$ cat src/rtl/mux_rr_arbiter_if.sv
// Handshake bundle between two word sources, the arbiter and its consumer.
// The slave modport is the arbiter side; master is the sources/consumer side.
interface mux_rr_arbiter_if #(
    parameter int DATA_WIDTH = 8,
    parameter int CNT_WIDTH  = 16
);
    logic                    a_valid;
    logic [2*DATA_WIDTH-1:0] a_data;
    logic                    a_ready;
    logic                    b_valid;
    logic [2*DATA_WIDTH-1:0] b_data;
    logic                    b_ready;
    logic                    out_valid;
    logic [2*DATA_WIDTH-1:0] out_data;
    logic                    out_ready;
    logic                    sel;
    logic [CNT_WIDTH-1:0]    a_count;
    logic [CNT_WIDTH-1:0]    b_count;

    modport master (
        output a_valid, a_data, b_valid, b_data, out_ready,
        input  a_ready, b_ready, out_valid, out_data, sel, a_count, b_count
    );

    modport slave (
        input  a_valid, a_data, b_valid, b_data, out_ready,
        output a_ready, b_ready, out_valid, out_data, sel, a_count, b_count
    );
endinterface

$ cat src/rtl/mux_rr_arbiter.sv
// Two-source round-robin arbiter feeding a one-entry output register plus mux select.
// Latency: one cycle from accept to out_valid; no combinational data path to the output.
// Backpressure: both readies drop while a word is held and out_ready is low.
module mux_rr_arbiter #(
    parameter int DATA_WIDTH = 8,
    parameter int CNT_WIDTH  = 16
) (
    input  logic              clk,
    input  logic              rst_n,
    mux_rr_arbiter_if.slave   io_bus
);
    logic                    w_can_accept;
    logic                    w_grant_a;
    logic                    w_grant_b;
    logic                    w_xfer_a;
    logic                    w_xfer_b;

    logic                    r_out_valid;
    logic [2*DATA_WIDTH-1:0] r_out_data;
    logic                    r_sel;
    logic                    r_last_grant;
    logic [CNT_WIDTH-1:0]    r_a_count;
    logic [CNT_WIDTH-1:0]    r_b_count;

    // The output slot is free when empty or being drained this cycle.
    assign w_can_accept = !r_out_valid || io_bus.out_ready;

    // On contention the source that did not win the last transfer goes next.
    assign w_grant_a = io_bus.a_valid && (!io_bus.b_valid || r_last_grant);
    assign w_grant_b = io_bus.b_valid && (!io_bus.a_valid || !r_last_grant);

    // rst_n gating keeps both readies low for the whole reset interval.
    assign w_xfer_a = rst_n && w_can_accept && w_grant_a;
    assign w_xfer_b = rst_n && w_can_accept && w_grant_b;

    assign io_bus.a_ready   = w_xfer_a;
    assign io_bus.b_ready   = w_xfer_b;
    assign io_bus.out_valid = r_out_valid;
    assign io_bus.out_data  = r_out_data;
    assign io_bus.sel       = r_sel;
    assign io_bus.a_count   = r_a_count;
    assign io_bus.b_count   = r_b_count;

    always_ff @(posedge clk or negedge rst_n) begin
        if (!rst_n) begin
            r_out_valid  <= 1'b0;
            r_out_data   <= '0;
            r_sel        <= 1'b0;
            r_last_grant <= 1'b1;
        end else if (w_xfer_a) begin
            r_out_valid  <= 1'b1;
            r_out_data   <= io_bus.a_data;
            r_sel        <= 1'b0;
            r_last_grant <= 1'b0;
        end else if (w_xfer_b) begin
            r_out_valid  <= 1'b1;
            r_out_data   <= io_bus.b_data;
            r_sel        <= 1'b1;
            r_last_grant <= 1'b1;
        end else if (io_bus.out_ready) begin
            r_out_valid  <= 1'b0;
        end
    end

    // Counters stick at all-ones; the transfer itself still goes through.
    always_ff @(posedge clk or negedge rst_n) begin
        if (!rst_n) begin
            r_a_count <= '0;
            r_b_count <= '0;
        end else begin
            if (w_xfer_a && (r_a_count != {CNT_WIDTH{1'b1}}))
                r_a_count <= r_a_count + CNT_WIDTH'(1);
            if (w_xfer_b && (r_b_count != {CNT_WIDTH{1'b1}}))
                r_b_count <= r_b_count + CNT_WIDTH'(1);
        end
    end
endmodule

$ cat src/flat_wrapper.sv
// flat-port wrapper written by rule: the top's interface ports become plain ports
module mux_rr_arbiter_flat 
#(
    parameter int DATA_WIDTH = 8,
    parameter int CNT_WIDTH  = 16
)
  (clk, rst_n, io_bus_a_valid, io_bus_a_data, io_bus_b_valid, io_bus_b_data, io_bus_out_ready, io_bus_a_ready, io_bus_b_ready, io_bus_out_valid, io_bus_out_data, io_bus_sel, io_bus_a_count, io_bus_b_count);
  mux_rr_arbiter_if #(.DATA_WIDTH(DATA_WIDTH), .CNT_WIDTH(CNT_WIDTH)) io_bus_i ();
  input  logic clk;
  input  logic rst_n;
  input wire logic [$bits(io_bus_i.a_valid)-1:0] io_bus_a_valid;
  input wire logic [$bits(io_bus_i.a_data)-1:0] io_bus_a_data;
  input wire logic [$bits(io_bus_i.b_valid)-1:0] io_bus_b_valid;
  input wire logic [$bits(io_bus_i.b_data)-1:0] io_bus_b_data;
  input wire logic [$bits(io_bus_i.out_ready)-1:0] io_bus_out_ready;
  output wire logic [$bits(io_bus_i.a_ready)-1:0] io_bus_a_ready;
  output wire logic [$bits(io_bus_i.b_ready)-1:0] io_bus_b_ready;
  output wire logic [$bits(io_bus_i.out_valid)-1:0] io_bus_out_valid;
  output wire logic [$bits(io_bus_i.out_data)-1:0] io_bus_out_data;
  output wire logic [$bits(io_bus_i.sel)-1:0] io_bus_sel;
  output wire logic [$bits(io_bus_i.a_count)-1:0] io_bus_a_count;
  output wire logic [$bits(io_bus_i.b_count)-1:0] io_bus_b_count;
  assign io_bus_i.a_valid = io_bus_a_valid;
  assign io_bus_i.a_data = io_bus_a_data;
  assign io_bus_i.b_valid = io_bus_b_valid;
  assign io_bus_i.b_data = io_bus_b_data;
  assign io_bus_i.out_ready = io_bus_out_ready;
  assign io_bus_a_ready = io_bus_i.a_ready;
  assign io_bus_b_ready = io_bus_i.b_ready;
  assign io_bus_out_valid = io_bus_i.out_valid;
  assign io_bus_out_data = io_bus_i.out_data;
  assign io_bus_sel = io_bus_i.sel;
  assign io_bus_a_count = io_bus_i.a_count;
  assign io_bus_b_count = io_bus_i.b_count;
  mux_rr_arbiter #(.DATA_WIDTH(DATA_WIDTH), .CNT_WIDTH(CNT_WIDTH)) u_core (.clk(clk), .rst_n(rst_n), .io_bus(io_bus_i));
endmodule
$ cat config.mk
export PLATFORM = sky130hd
export DESIGN_NAME = mux_rr_arbiter_flat
export DESIGN_NICKNAME = d
export VERILOG_FILES = /design/src/rtl/mux_rr_arbiter_if.sv /design/src/rtl/mux_rr_arbiter.sv /design/src/flat_wrapper.sv
export SDC_FILE = /design/constraint.sdc
export NUM_CORES = 1
export LEC_CHECK = 0
export ABC_AREA = 1
export BUFFER_PORTS_ARGS = -buffer_cell sky130_fd_sc_hd__buf_4
export CAP_MARGIN = 10
export CORE_ASPECT_RATIO = 0.5
export CORE_UTILIZATION = 45
export CTS_CLUSTER_SIZE = 16
export DETAILED_ROUTE_END_ITERATION = 16
export GPL_TIMING_DRIVEN = 0
export HOLD_SLACK_MARGIN = 0.1
export PLACE_DENSITY = 0.72
export SYNTH_ARGS = -nofsm -noshare
export SYNTH_HDL_FRONTEND = slang
export SYNTH_SLANG_ARGS = --single-unit
$ cat constraint.sdc
create_clock -name clk -period 2.9 [get_ports clk]
set_clock_uncertainty 0.2 [all_clocks]
set_input_delay 0.435 -clock clk [delete_from_list [all_inputs] [get_ports clk]]
set_output_delay 0.435 -clock clk [all_outputs]
set_load 0.02 [all_outputs]
* Word level (Yosys, flattened, before mapping)
Index checks and enable logic that the tools add are counted.
Operators by class: add/sub/neg operators 2, eq/ne operators 2, multiplexer cells 7, reduce and logical (&&, ||, !) cells 16
Operators by type and width (number):
- adder 16 x 1 -> 16 bit, second input constant | 2
- 2-to-1 mux 16 bit | 2
- != test 16 bit, second input constant | 2
- logical AND 1 bit | 7
- 2-to-1 mux 1 bit | 5
- logical NOT 1 bit | 4
- logical OR 1 bit | 3
- nonzero test 3 bit | 1
- nonzero test 2 bit | 1
Word-level totals: register bits 51, input bits 37, output and inout port bits 52, word-level logic and storage cells 33

* Logic depth before layout (Yosys ltp)
Gate-level depths: netlist of the first run.
depth in word-level cells 6, depth in mapped cells 11, gate-level depth less buffers 9

* Worst setup path before layout of the first run
No wires, ideal clock.
path type reg-to-reg, start reg u_core.r_a_count[0], in the netlist u_core.io_bus.a_count[0], end reg u_core.r_a_count[13], in the netlist u_core.io_bus.a_count[13], setup time 0.117 ns, arrival 1.498 ns, data required time 2.583 ns, slack 1.085 ns, cell stages (with the launch flop) 10, buffers on the path 1, clock period less this slack 1.815 ns, path through dfrtp_1 -> ha_1 -> nand3_4 -> clkinv_2 -> nand2_4 -> nor2_8 -> nor2_8 -> buf_6 -> nand2_1 -> nand2_1
On the way: cells in the longest elaborated chain, start to end 2
Ends and longest elaborated chain:
- start: declaration | line mux_rr_arbiter.sv:22 | logic [CNT_WIDTH-1:0] r_a_count;
- start signal: assignment | line mux_rr_arbiter.sv:72 | r_a_count <= r_a_count + CNT_WIDTH'(1);
- branches (longest 2 deep; another with adder 16 x 1 -> 16 bit)
Several ways; the timed one is not identified. A chain may end at the register's enable or synchronous reset.

* Worst setup path in the final report of the first run
start in rst_n, end out io_bus_a_ready
On the way: cells in the longest elaborated chain, start to end 2
Ends and longest elaborated chain:
- start: declaration | line flat_wrapper.sv:10 | input logic rst_n;
- logical AND 1 bit (2 in a row) | line mux_rr_arbiter.sv:33 | assign w_xfer_a = rst_n && w_can_accept && w_grant_a;
- end: declaration | line flat_wrapper.sv:16 | output wire logic [$bits(io_bus_i.a_ready)-1:0] io_bus_a_ready;
No other way between the ends.

==> results of run 1 <==
[stage by stage]
step	cell area [um2]	hold slack, ps
2_1_floorplan	3030	-60.6
3_3_place_gp	3800	274
3_5_place_dp	3800	279
4_1_cts	3980	196
5_1_grt	3980	196
6_report	3980	197
[cell type report]
cell class	count	area (um2)
clock inverters	3	15.0
flip-flops and latches	51	1280
well taps	88	110
fillers	567	2310
plain buffers	9	87.6
multi-input cells	308	1520
repair buffers	90	698
inverters	37	143
clock buffers	5	125
[layer usage]
layer	wire length, um	global-route usage	up-vias
li1	-	-	1487
met1	3480	0.287	1321
met2	3340	0.356	70
met3	348	0.0468	7
met4	44	0.0495	0
met5	0	0	-
[cells in the mapped netlist (all sizes together) (2+ instances only)]
cell type	instances
nor2	60
nand4	12
nand3b	2
o21ai	54
inv	36
buf	9
nand3	21
xor2	4
nand2	146
ha	2
xnor2	5
dfrtp	50
[cells by family after synthesis]
| group | after synthesis |
|---|---|
| AOI/OAI and AO/OA | 56 |
| and+or+nand+nor | 241 |
| DFF | 51 |
| xor gates and xnor gates | 9 |
| adders and majority gates | 2 |
| buffers and inverters | 46 |
[worst max-delay path: stages]
cell and delay [ps]:
dlygate4sd3_1 530, buf_4 170, nand2_1 100, inv_2 50, nand2_1 70, inv_1 90, buf_4 170, buf_4 190
buf_4 160
[repair_timing]
item | CTS | global route
endpoints found under the hold margin | 50 | 0
setup buffers | 0 | 0
gates resized for setup | 0 | 0
hold buffers | 2 | 0
[power groups by stage]
stage / clock network, mW / logic [mW] / registers (mW)
6_report: 0.578 / 1.17 / 1.15
2_1_floorplan: 0 / 0.467 / 1.37
3_3_place_gp: 0 / 1.16 / 1.16
5_1_grt: 0.618 / 1.29 / 1.19
3_5_place_dp: 0 / 1.17 / 1.16
4_1_cts: 0.589 / 1.18 / 1.15
[sequential cells by signal (all words and copies together), names as in the netlist]
signal	flops
u_core.io_bus.sel	1
u_core.r_last_grant	1
u_core.io_bus.out_data	16
u_core.io_bus.b_count	16
u_core.io_bus.a_count	16
u_core.io_bus.out_valid	1
[worst paths after layout]
path                                             end                      from  slack, ps  depth (start not counted)
max                                   io_bus_a_ready                     rst_n        310                          9
min                        u_core.io_bus.out_data[1]          io_bus_b_data[1]        200                          3
max reg2reg                u_core.io_bus.a_count[14]  u_core.io_bus.a_count[0]       1010                          9
min reg2reg                      u_core.r_last_grant       u_core.r_last_grant        290                          2
max in group asynchronous  u_core.io_bus.b_count[10]                     rst_n       1740                          3
min in group asynchronous        u_core.r_last_grant                     rst_n        490                          2
==> flow_summary.json, run 1 <==
{
  "status": "finished clean",
  "cts_inserted_buffers": 5,
  "ys_ff_latch": 51,
  "worst-setup-path-type": "input pin to primary output",
  "syn_inst": 405,
  "synth_compound_gate_area_share": 0.108,
  "clock_sinks": 51,
  "synthAdderAreaFrac": 0.00827,
  "start_util": 0.482,
  "grt_pass1_vias": 2520,
  "core_mm2": 0.00628,
  "ir_drop_mv": 0.430,
  "avgSynthCellArea_um2": 7.47,
  "yosys.area.top_type": "dfrtp_1",
  "period_minus_slack_ps": 2590,
  "p_sw_mw": 1.16,
  "cp-end-kind": "primary output",
  "dp_hpwl_um": 5330,
  "rsz0062_at_grt": "false",
  "total_power_mw": 2.90,
  "hold_viol_final": 0,
  "clockRootBuffer": "clkbuf_16",
  "ys_seq_area_frac": 0.422,
  "drv_slew": 0,
  "clkTransAtPathRegs_ps": 70,
  "fp-row-count": 20,
  "fp.dieArea_mm2": 0.00708,
  "synthXorXnorAreaFrac": 0.0260,
  "area_delta_synth_final_pct": 31.3,
  "final_nets": 541,
  "drc": 0,
  "layout_commonest_cell": "nand2_1",
  "routedWlPerCell_um": 12.2,
  "cap_viol_max_count": 0,
  "synth_flop_cell": "dfrtp_1",
  "arrival_ps": 1960,
  "dp_cells": 581,
  "mostFrequentLayoutCells": "nand2_1, buf_4, nor2_1",
  "gp_congestion": 0.840,
  "grt-ovfl-total": 0,
  "power_leakage_nw": 1.96,
  "yosys.area.top_type_share": 0.413,
  "async_flop_share": 1.00,
  "grt_max_degree": 51,
  "instances_no_fill": 591,
  "antenna_found_initial": 0,
  "fmax_mhz": 386,
  "power_density_mw_per_mm2": 730,
  "dp_slack_ps": 276,
  "crit_required_ps": 2270,
  "synth_top_family_by_area": "simple AND/OR/NAND/NOR gates",
  "die_h_um": 60.0,
  "drtIter0Drc": 151,
  "vias": 2885,
  "ios": 89,
  "comb_power_share": 0.404,
  "finalSetupTns_ps": 0,
  "tightest_slew_ps": 404,
  "seq_power_share": 0.397,
  "setup_viol": 0,
  "setup_slack_ps": 307,
  "yosys.area_share.simple": 0.359,
  "dr.pass1.iters": 4,
  "critPathMaxFanout": 10,
  "clkLatencyLatePin_ps": 290,
  "yosysWarnings": 0,
  "slew_headroom": 0.730,
  "hold_path.class": "input pin to flip-flop",
  "clockBufferDepth": 2,
  "swShare": 0.401,
  "cts_tree": "done",
  "synth.area.top_cells": "dfrtp_1, nand2_1, nor2_1",
  "drive_gt1_frac": 0.282,
  "synth_edf_count": 0,
  "synth_mux_area_frac": 0,
  "intPower_mw": 1.74,
  "worstSetupStartpointType": "input pin",
  "fin_crit_sh": 0.894,
  "port_buffers": 88,
  "die_w_um": 118,
  "wl_um": 7210,
  "grt_usage": 0.213,
  "drt-vias-per-instance": 4.88,
  "pwr-share-clk": 0.199,
  "grt_pass1_wl_um": 11900,
  "synth_nets": 444,
  "antenna_cells": 0,
  "final_core_util": 0.633,
  "synthesis.area_mm2": 0.00303,
  "ant_nets": 0,
  "synth_cell_types": 30,
  "h-tree-depth": 2
}
No activity file was read; power rests on OpenSTA's default activity.
==> inputs of run 2 (changes only) <==
--- a/config.mk
+++ b/config.mk
@@ -8,7 +8,7 @@
 export ABC_AREA = 1
 export BUFFER_PORTS_ARGS = -buffer_cell sky130_fd_sc_hd__buf_4
 export CAP_MARGIN = 10
-export CORE_ASPECT_RATIO = 0.5
+export CORE_ASPECT_RATIO = 0.75
 export CORE_UTILIZATION = 45
 export CTS_CLUSTER_SIZE = 16
 export DETAILED_ROUTE_END_ITERATION = 16
==> run 2 against run 1 <==
Net effect:
- via count up 0.24%
- clock power shrank 25%
- core utilization down 2.1 points
- maximum frequency grew 0.87%
- combinational power is essentially flat
- worst setup slack improved by 22 ps
- final cell count shrank 1.2%
- sequential power hardly changed
- die area is 0.23% lower
- critical path type unchanged
==> flow_summary.json, run 2 (synthesis results as in run 1) <==
{
  "route.met3.wl_um": 382,
  "comb_power_share": 0.426,
  "final_core_util": 0.612,
  "h-tree-depth": 2,
  "dr.max_layer_used": "met4",
  "critPathMaxFanout": 10,
  "cts_tree": "done",
  "port_buffers": 88,
  "post_cts_buffers": 0,
  "cap_viol_max_count": 0,
  "antenna_found_initial": 0,
  "power_leakage_nw": 1.93,
  "status": "finished clean",
  "dp_hpwl_um": 5480,
  "tightest_slew_ps": 345,
  "rsz0062_at_grt": "false",
  "worstSetupStartpointType": "input pin",
  "hold_path.startpoint": "io_bus_b_data[15]",
  "grt-ovfl-total": 0,
  "hold_path.class": "input pin to flip-flop",
  "cts_resized": 0,
  "ant_nets": 0,
  "critPathTopFamily": "buffers and inverters",
  "m1WireLength_um": 3660,
  "drv_slew": 0,
  "pwr-share-clk": 0.156,
  "wl_um": 7280,
  "grt_max_degree": 51,
  "clkLatencyLatePin_ps": 300,
  "fp.dieArea_mm2": 0.00706,
  "grt_pass1_wl_um": 12400,
  "core_mm2": 0.00641,
  "drt-vias-per-instance": 4.95,
  "fin_crit_sh": 0.886,
  "crit_slowest_cell": "dlygate4sd3_1",
  "slew_headroom": 0.769,
  "ios": 89,
  "fp-row-count": 25,
  "seq_power_share": 0.417,
  "clockBufferDepth": 2,
  "post_dp_cell_area_mm2": 0.00379,
  "gp_congestion": 0.845,
  "finalSetupTns_ps": 0,
  "worst-setup-path-type": "input pin to primary output",
  "area_delta_synth_final_pct": 29.7,
  "p_sw_mw": 1.15,
  "die_w_um": 96.7,
  "intPower_mw": 1.62,
  "dp_slack_ps": 295,
  "postCtsHoldBufs": 2,
  "total_power_mw": 2.76,
  "final_nets": 541,
  "layout_commonest_cell": "nand2_1",
  "dr.pass1.iters": 4,
  "clkTransAtPathRegs_ps": 100,
  "start_util": 0.472,
  "startpoint": "rst_n",
  "grt_pass1_vias": 2694,
  "final_cell_area_mm2": 0.00393,
  "hold_viol_final": 0,
  "setup_viol": 0,
  "period_minus_slack_ps": 2570,
  "clock_sinks": 51,
  "cpMostUsedCell": "buf_4",
  "vias": 2892,
  "antenna_cells": 0,
  "cts_inserted_buffers": 5,
  "power_density_mw_per_mm2": 704,
  "drc": 0,
  "routedWlPerCell_um": 12.5,
  "cpPeakStageDelay_ps": 520,
  "swShare": 0.415,
  "cp_cell_sequence": "dlygate4sd3_1, buf_4, nand2_1, inv_2, nand2_1, inv_1, buf_4, buf_4, buf_4",
  "crit_required_ps": 2270,
  "path_buf_inv": 7,
  "drive_gt1_frac": 0.282,
  "setup_slack_ps": 329,
  "mostFrequentLayoutCells": "nand2_1, buf_4, nor2_1",
  "die_h_um": 73.0,
  "clockRootBuffer": "clkbuf_8",
  "met2_length_um": 3210,
  "cp-end-kind": "primary output",
  "ir_drop_mv": 0.514,
  "drtIter0Drc": 134,
  "fmax_mhz": 389,
  "reg2reg_from": "u_core.io_bus.b_count[0]",
  "arrival_ps": 1940,
  "grt_usage": 0.216
}
## run 2: cell count changes in the layout (fill, tap and decap cells not counted), sizes merged
| cell | delta |
|---|---|
| clkinv | -2 |
| clkbuf | +1 |
| clkinvlp | +1 |
## run 2: stage by stage
step,hold slack [ps],std cells
6_report,203,584
3_5_place_dp,281,574
4_1_cts,195,584
2_1_floorplan,-60.6,405
3_3_place_gp,272,574
5_1_grt,201,584
## run 2: power groups by stage
stage / logic, mW / clock network (mW) / registers [mW]
detailed placement: 1.18 / 0 / 1.16
finish: 1.18 / 0.432 / 1.15
floorplan: 0.467 / 0 / 1.37
global placement: 1.15 / 0 / 1.16
global route: 1.29 / 0.476 / 1.19
CTS: 1.19 / 0.451 / 1.15
## run 2: layout make-up
type | count | area [um2]
buffer | 9 | 87.6
clock buffer | 6 | 82.6
clock inverter | 2 | 16.3
fill | 604 | 2490
inverter | 37 | 143
multi-input combinational | 308 | 1520
sequential | 51 | 1280
tap | 81 | 101
timing repair buffer | 90 | 698
## run 2: per-layer routing
metal  up-vias  track usage
met4         0       0.0580
met1      1334        0.299
li1       1479            -
met5         -            0
met3         2       0.0354
met2        77        0.355
## run 2: worst reg2reg max path, delay by kind of cell, from the launching register on
family / cells / cell delay [ps]
AO/OA/AOI/OAI: 1 / 50
adder cells (fa/ha/maj): 1 / 290
buffers and inverters: 2 / 290
flip-flops: 1 / 450
AND/OR/NAND/NOR: 5 / 620
## run 2: worst paths after layout
check                                        endpoint  depth (start not counted)  slack (ps)
max                                    io_bus_a_ready                          9         330
min                        u_core.io_bus.out_data[15]                          3         200
max reg2reg                  u_core.io_bus.b_count[7]                          9         950
min reg2reg                       u_core.r_last_grant                          2         300
max in group asynchronous    u_core.io_bus.b_count[0]                          3        1790
min in group asynchronous         u_core.r_last_grant                          2         460
